[src/rtl/deb_frame_ctrl.sv]
// Debug frame sequencer: drives the debug PISO through clear/load/shift, reassembles
// the 12-byte stream into shadow registers and commits it to the Q outputs atomically.
module deb_frame_ctrl #(
  parameter int NBYTES = 12
) (
  input  logic        CLKEXT,
  input  logic        RST_GLO,
  input  logic        START,
  input  logic        ABORT,
  input  logic        FRAME_ACK,
  input  logic [7:0]  D_IN,
  output logic        EN_PISO_DEB,
  output logic        CLR_PISO_DEB,
  output logic        SHIFT_DEB,
  output logic [15:0] SSFR_Q,
  output logic [15:0] CON_SIG_Q,
  output logic [15:0] MAC2_Q,
  output logic [15:0] MAC1_Q,
  output logic [7:0]  DD_Q,
  output logic [7:0]  DC_Q,
  output logic [7:0]  DB_Q,
  output logic [7:0]  DA_Q,
  output logic        BUSY,
  output logic        FRAME_VALID,
  output logic        OVERRUN
);

  localparam logic [3:0] LastCnt = 4'(NBYTES - 1);

  typedef enum logic [2:0] {
    ST_IDLE,
    ST_CLEAR,
    ST_ARM,
    ST_LOAD,
    ST_SHIFT,
    ST_LAST
  } state_e;

  state_e     state_q, state_d;
  logic [3:0] cnt_q, cnt_d;
  logic       abort_q, abort_d;
  logic       en_q, en_d;
  logic       clr_q, clr_d;
  logic       shift_q, shift_d;
  logic       busy_q, busy_d;
  logic       fv_q, ovr_q;
  logic       commit, abortHit, capture;
  logic [7:0] shadow_q [NBYTES];

  // abort_q remembers that the current CLEAR pass ends the frame rather than starting one
  always_comb begin
    state_d  = state_q;
    cnt_d    = cnt_q;
    abort_d  = abort_q;
    commit   = 1'b0;
    abortHit = ABORT && (state_q != ST_IDLE);
    if (abortHit) begin
      state_d = ST_CLEAR;
      abort_d = 1'b1;
    end else begin
      case (state_q)
        ST_IDLE: begin
          if (START && !ABORT) begin
            state_d = ST_CLEAR;
            abort_d = 1'b0;
          end
        end
        ST_CLEAR: begin
          state_d = abort_q ? ST_IDLE : ST_ARM;
          abort_d = 1'b0;
        end
        ST_ARM:  state_d = ST_LOAD;
        ST_LOAD: begin
          state_d = ST_SHIFT;
          cnt_d   = 4'd0;
        end
        ST_SHIFT: begin
          if (cnt_q == LastCnt) state_d = ST_LAST;
          else                  cnt_d   = cnt_q + 4'd1;
        end
        ST_LAST: begin
          state_d = ST_IDLE;
          commit  = 1'b1;
        end
        default: state_d = ST_IDLE;
      endcase
    end
    capture = (state_q == ST_SHIFT) && (cnt_q != 4'd0) && !abortHit;
  end

  // Outputs are decoded from the next state so they line up with the state register
  always_comb begin
    clr_d   = (state_d == ST_CLEAR);
    en_d    = (state_d == ST_LOAD) || (state_d == ST_SHIFT) || (state_d == ST_LAST);
    shift_d = (state_d == ST_SHIFT);
    busy_d  = (state_d != ST_IDLE);
  end

  always_ff @(posedge CLKEXT) begin
    if (RST_GLO) begin
      state_q <= ST_IDLE;
      cnt_q   <= 4'd0;
      abort_q <= 1'b0;
      en_q    <= 1'b0;
      clr_q   <= 1'b0;
      shift_q <= 1'b0;
      busy_q  <= 1'b0;
    end else begin
      state_q <= state_d;
      cnt_q   <= cnt_d;
      abort_q <= abort_d;
      en_q    <= en_d;
      clr_q   <= clr_d;
      shift_q <= shift_d;
      busy_q  <= busy_d;
    end
  end

  // Byte k-1 arrives while the counter reads k; the final byte is taken in LAST
  always_ff @(posedge CLKEXT) begin
    if (RST_GLO || abortHit) begin
      for (int i = 0; i < NBYTES; i++) shadow_q[i] <= 8'h00;
    end else if (capture) begin
      shadow_q[cnt_q - 4'd1] <= D_IN;
    end else if (commit) begin
      shadow_q[NBYTES-1] <= D_IN;
    end
  end

  // The last byte bypasses the shadow so all twelve land on the same commit edge
  always_ff @(posedge CLKEXT) begin
    if (RST_GLO) begin
      SSFR_Q    <= 16'h0000;
      CON_SIG_Q <= 16'h0000;
      MAC2_Q    <= 16'h0000;
      MAC1_Q    <= 16'h0000;
      DD_Q      <= 8'h00;
      DC_Q      <= 8'h00;
      DB_Q      <= 8'h00;
      DA_Q      <= 8'h00;
    end else if (commit) begin
      SSFR_Q    <= {shadow_q[0], shadow_q[1]};
      CON_SIG_Q <= {shadow_q[2], shadow_q[3]};
      MAC2_Q    <= {shadow_q[4], shadow_q[5]};
      MAC1_Q    <= {shadow_q[6], shadow_q[7]};
      DD_Q      <= shadow_q[8];
      DC_Q      <= shadow_q[9];
      DB_Q      <= shadow_q[10];
      DA_Q      <= D_IN;
    end
  end

  always_ff @(posedge CLKEXT) begin
    if (RST_GLO) begin
      fv_q  <= 1'b0;
      ovr_q <= 1'b0;
    end else if (commit) begin
      fv_q <= 1'b1;
      if (fv_q && !FRAME_ACK) ovr_q <= 1'b1;
    end else if (FRAME_ACK) begin
      fv_q <= 1'b0;
    end
  end

  assign EN_PISO_DEB  = en_q;
  assign CLR_PISO_DEB = clr_q;
  assign SHIFT_DEB    = shift_q;
  assign BUSY         = busy_q;
  assign FRAME_VALID  = fv_q;
  assign OVERRUN      = ovr_q;

endmodule

[config.mk]
export PLATFORM = sky130hd
export DESIGN_NAME = deb_frame_ctrl
export DESIGN_NICKNAME = d
export VERILOG_FILES = /design/src/rtl/deb_frame_ctrl.sv
export SDC_FILE = /design/constraint.sdc
export NUM_CORES = 1
export LEC_CHECK = 0
export BUFFER_PORTS_ARGS = -buffer_cell sky130_fd_sc_hd__buf_2
export CAP_MARGIN = 20
export CORE_ASPECT_RATIO = 1.25
export CORE_MARGIN = 2
export CORE_UTILIZATION = 44
export DETAILED_ROUTE_END_ITERATION = 16
export PLACE_DENSITY_LB_ADDON = 0.15
export SLEW_MARGIN = 20
export SYNTH_ARGS = -nofsm -noshare
export SYNTH_HDL_FRONTEND = slang
export SYNTH_SLANG_ARGS = --single-unit
[constraint.sdc]
create_clock -name CLKEXT -period 6 [get_ports CLKEXT]
set_clock_uncertainty 0.15 [all_clocks]
set_input_delay 0.6 -clock CLKEXT [delete_from_list [all_inputs] [get_ports CLKEXT]]
set_output_delay 0.6 -clock CLKEXT [all_outputs]
set_load 0.03 [all_outputs]
==> out/metrics.csv, run 1 <==
metric;value;unit
status;completed;
maxSlewHeadroom;26.3;%
switching_share;19.7;%
seq_area_frac_synth;65.7;%
wl_per_cell;15.7;um
multi_input_area;2330;sq um
synth.distinct_cells;39;
crit_buf_inv;1;
setup-tns-final;0;ns
vias_per_cell;5.16;
drt_iter0_drc;521;
io_pins;115;
register_area;4840;sq um
pwr-share-comb;2.4;%
cts_tree;yes;
netlist_area;7380;sq um
synth_warnings;0;
critPathMaxStageDelay;1.01;ns
cts_resized;0;
grt_start_max_net_pins;111;
ant_nets;0;
cp-end-kind;flop;
syn_inst;751;
grt_pass1_wl;26.7;mm
fmax;0.287;GHz
cts.sinks;198;
internal-power;2.24;mW
antenna_found_initial;0;
power_density;319;nW/um^2
cts_inserted_buffers;17;
finalCritPeriodShare;58.1;%
cts_root_buffer;clkbuf_16;
placedCellCount;1031;
wl;16.7;mm
post-cts-setup-buffer-count;0;
period_needed;3.48;ns
slew_violations;0;
vias;5486;
ys.flop_type;dfxtp_1;
final-setup-viol-count;0;
grt_pass1_vias;5213;
critPathArrivalTime;3.38;ns
cts.clk_slew.worst_paths;0.06;ns
cellLeakagePower;3.28;nW
n_antenna_cell;0;
critical_path_class;reg -> reg;
ctsHoldBuffers;0;
synth_edf_count;88;
num_rows;52;
track_usage;19.2;%
p_clk_share;45.2;%
hold_class;reg -> reg;
crit_start;cnt_q[0];
fin_hold_ws;0.301;ns
clk_path_buf_depth;2;
ir_worst_vdd;214;uV
clkLatencyLatePin;0.42;ns
port_buffers;114;
async_flop_share;0;%
ys_ff_latch;198;
r2r-start;cnt_q[0];
cts.htree.levels;4;
chipWidth;120;um
route.detailed.drc;0;
crit_family;compound AO/OA/AOI/OAI gates;
seqPwrFrac;52.4;%
fill_cells;1502;
hold_start;MAC2_Q[0];
drtPass1Iterations;5;
total_power;2.79;mW
crit_chain;inv_1 -> ha_1 -> or2_2 -> o21a_1 -> o22a_1 -> o21ai_0;
die_h;149;um
dp_hpwl;11.6;mm
nets;854;
layout-drive-gt1-share;18.4;%
r2r_slack;2.52;ns
cp_max_fo;28;
critPathRequiredTime;5.90;ns
final_common_cell;nand2_1;
switchingPower;551;uW
grt_remaining_overflow;0;
start_util;45.2;%
start_kind;flop;
hold_viol;0;
layoutNonFillerInstCount;1064;
worst_pin_slew;1.09;ns
cp_slowest_cell;o21ai_0;
rsz0062_at_grt;no;
syn_nets;770;
syn_to_final_growth;18.4;%
postSynthAreaPerCell;9.82;sq um
coreArea;16300;sq um
mostFrequentLayoutCells;202 x nand2_1, 113 x buf_2, 110 x dfxtp_1;
die_area;17800;sq um
gp_congestion;0.812;
drv_cap;0;
==> cell usage after synthesis, drive strengths merged (2+ instances only) <==
cell / count / area (sq um)
a21boi: 2 / 15.0
a21oi: 99 / 495
and2: 2 / 15.0
and3: 17 / 106
buf: 11 / 51.3
clkbuf: 42 / 158
dfxtp: 110 / 2200
edfxtp: 88 / 2640
ha: 6 / 75.1
inv: 3 / 11.3
nand2: 202 / 758
nand2b: 3 / 18.8
nand3: 26 / 130
nor2: 89 / 334
nor2b: 3 / 18.8
nor3: 3 / 15.0
nor3b: 2 / 15.0
o21a: 3 / 22.5
o21ai: 17 / 85.1
o22a: 2 / 17.5
o22ai: 2 / 12.5
o31a: 2 / 17.5
o31ai: 3 / 22.5
or2: 2 / 12.5
==> worst min-delay path: cells and delay by family (launching register included) <==
| family | cells | cell delay (ns) |
|---|---|---|
| AOI/OAI and AO/OA | 1 | 0.05 |
| and+or+nand+nor | 1 | 0.05 |
| DFF | 1 | 0.31 |
==> power groups by stage <==
stage | logic, mW | registers [mW] | clock network [mW]
floorplan | 0.0415 | 1.49 | 0
global placement | 0.0648 | 1.49 | 0
detailed placement | 0.0672 | 1.49 | 0
CTS | 0.0676 | 1.46 | 1.28
global route | 0.0752 | 1.46 | 1.34
finish | 0.0678 | 1.46 | 1.26
==> registers in the layout (all words and copies together), names as in the netlist, 4 cells and up <==
register,flops
MAC2_Q,16
DC_Q,8
SSFR_Q,16
shadow_q,88
cnt_q,4
MAC1_Q,16
DD_Q,8
DB_Q,8
DA_Q,8
CON_SIG_Q,16
==> through the flow <==
stage                     cell area [sq um]  setup WS [ns]  util [%]
final                                  8730           2.52      53.5
after floorplan                        7380           3.24         -
after detailed placement               8060           2.54      49.3
after global placement                 8060           2.77      49.3
after global routing                   8730           2.35      53.5
after CTS                              8720           2.51      53.4
==> routing by layer <==
metal / share of wire, % / vias to the layer above / global-route usage [%]
met5: 0 / - / 0
met4: 2.9 / 0 / 8.06
met3: 4.8 / 31 / 4.43
met2: 47 / 162 / 30.8
met1: 45 / 2601 / 25.3
li1: - / 2692 / -
==> path summary, 6_finish.rpt <==
path | endpoint | cells after the start
max | shadow_q[3][4] | 6
max reg2reg | shadow_q[3][4] | 6
min reg2reg | MAC2_Q[0] | 2
min | MAC2_Q[0] | 2
==> cell families (layout without fill, tap and decap cells) <==
logic type / count (synthesis) / in the layout / share of synthesized area [%]
muxes: 1 / 1 / 0.136
adders and majority gates: 6 / 6 / 1.02
AOI/OAI and AO/OA: 135 / 135 / 10.1
and+or+nand+nor: 355 / 355 / 20.1
DFF: 198 / 198 / 65.7
buffers and inverters: 56 / 153 / 2.99
==> final cells by class <==
cell class / count / share of cell area, %
Sequential cell: 198 / 55.5
Multi-Input combinational cell: 497 / 26.7
Timing Repair Buffer: 118 / 6.99
Clock buffer: 18 / 4.92
Tap cell: 216 / 3.10
Clock inverter: 14 / 2.64
Inverter: 3 / 0.129
(Power assumes the default switching activity.)
==> inputs of run 2 (changes only) <==
- clock period: 6 -> 3 ns (I/O delays scaled with it)
==> run 2 against run 1 <==
Net effect: sequential cell count unchanged; die area unchanged; hold slack got worse by 0.25 ns; first-iteration DRC count decreased by 12%; power increased by 85%; routed wire length increased by 0.91%; maximum frequency increased by 29%; core utilization increased by 0.11 points; final area increased by 0.20%; highest routed layer unchanged; worst setup slack got worse by 2.2 ns; critical path type unchanged.
==> out/metrics.csv, run 2 (synthesized netlist as in run 1, its figures left out) <==
metric;value;unit
dp_hpwl;11.8;mm
crit_buf_inv;2;
largest_register_ffs;88;
crit_family;compound AO/OA/AOI/OAI gates;
pwr-share-comb;3.0;%
crit_start;cnt_q[0];
maxSlewHeadroom;58.7;%
grt_remaining_overflow;0;
p_clk_share;40.4;%
internal-power;4.04;mW
clkLatencyLatePin;0.43;ns
seqPwrFrac;56.6;%
hold_viol;0;
vias;5546;
status;completed;
dpl_worst_slack;0.338;ns
fin_hold_ws;0.0547;ns
final_common_cell;nand2_1;
ir_worst_vdd;338;uV
cts_root_buffer;clkbuf_16;
crit_chain;inv_1 -> ha_1 -> or2_2 -> o21a_1 -> o22a_1 -> o21ai_0 -> buf_4;
die_h;149;um
cts_resized;0;
cp-end-kind;flop;
period_needed;2.70;ns
nets;872;
drv_cap;0;
chipWidth;120;um
die_area;17800;sq um
cts.sinks;198;
slew_violations;0;
hold_start;D_IN[1];
critPathArrivalTime;2.69;ns
r2r_slack;0.30;ns
switchingPower;1.11;mW
cp_max_fo;18;
num_rows;52;
wl;16.9;mm
critPathRequiredTime;2.99;ns
fmax;0.370;GHz
setup_slack;0.300;ns
cts_tree;yes;
wl_per_cell;15.6;um
total_power;5.16;mW
fill_cells;1490;
grt_pass1_vias;5193;
cp_slowest_cell;dfxtp_1;
clk_path_buf_depth;2;
cts.clk_slew.worst_paths;0.07;ns
rsz0062_at_grt;no;
post-cts-setup-buffer-count;0;
layout-drive-gt1-share;19.9;%
n_antenna_cell;0;
vias_per_cell;5.13;
cts.htree.levels;4;
layoutNonFillerInstCount;1082;
hold_class;in -> reg;
drtPass1Iterations;5;
track_usage;19.2;%
r2r-start;cnt_q[0];
mostFrequentLayoutCells;202 x nand2_1, 113 x buf_2, 110 x dfxtp_1;
cellLeakagePower;3.31;nW
critical_path_class;reg -> reg;
route.detailed.drc;0;
grt_start_max_net_pins;97;
final-setup-viol-count;0;
coreArea;16300;sq um
regMostFlops;shadow_q;
ant_nets;0;
io_pins;115;
power_density;590;nW/um^2
placedCellCount;1049;
start_util;45.2;%
worst_pin_slew;0.619;ns
drt_iter0_drc;460;
cts_inserted_buffers;17;
grt_pass1_wl;26.7;mm
setup-tns-final;0;ns
start_kind;flop;
port_buffers;114;
syn_to_final_growth;18.6;%
finalCritPeriodShare;90.0;%
gp_congestion;0.860;
critPathMaxStageDelay;0.44;ns
switching_share;21.6;%
antenna_found_initial;0;
[run 2: path summary, 6_finish.rpt]
kind | depth (start not counted) | end
hold reg to reg | 2 | MAC1_Q[3]
setup reg to reg | 7 | shadow_q[3][3]
setup / recovery | 7 | shadow_q[3][3]
hold / removal | 3 | DA_Q[1]
[run 2: timing repair]
action | in CTS | in global routing
hold endpoints to repair | 1 | 0
hold buffers | 1 | 0
endpoints found under the setup margin | 0 | 0
[run 2: tightest hold or removal path: stages]
cell     delay [ns]
buf_2          0.15
nand2_1        0.08
a21oi_1        0.05
[run 2: layout make-up]
type	instances	area [sq um]	area share [%]
Sequential cell	198	4840	55.4
Multi-Input combinational cell	497	2330	26.7
Timing Repair Buffer	136	753	8.61
Clock buffer	21	462	5.28
Tap cell	216	270	3.09
Clock inverter	11	72.6	0.830
Inverter	3	11.3	0.129
[run 2: routing by layer]
metal | track usage, % | part of all wire [%] | up-vias
met5 | 0 | 0 | -
met4 | 6.47 | 1.7 | 0
met2 | 31.3 | 48 | 158
li1 | - | - | 2735
met1 | 25.4 | 45 | 2626
met3 | 4.32 | 4.9 | 27
[run 2: power groups by stage]
stage / clock, mW / combinational [mW] / sequential (mW)
finish: 2.08 / 0.156 / 2.92
global route: 2.24 / 0.171 / 2.92
CTS: 2.12 / 0.156 / 2.92
detailed placement: 0 / 0.154 / 2.98
global placement: 0 / 0.152 / 2.98
floorplan: 0 / 0.0830 / 2.97
[run 2: stage by stage]
stage | instance area, sq um | util, %
global route | 8750 | 53.6
detailed placement | 8200 | 50.2
CTS | 8750 | 53.6
global placement | 8200 | 50.2
finish | 8750 | 53.6
floorplan | 7380 | -
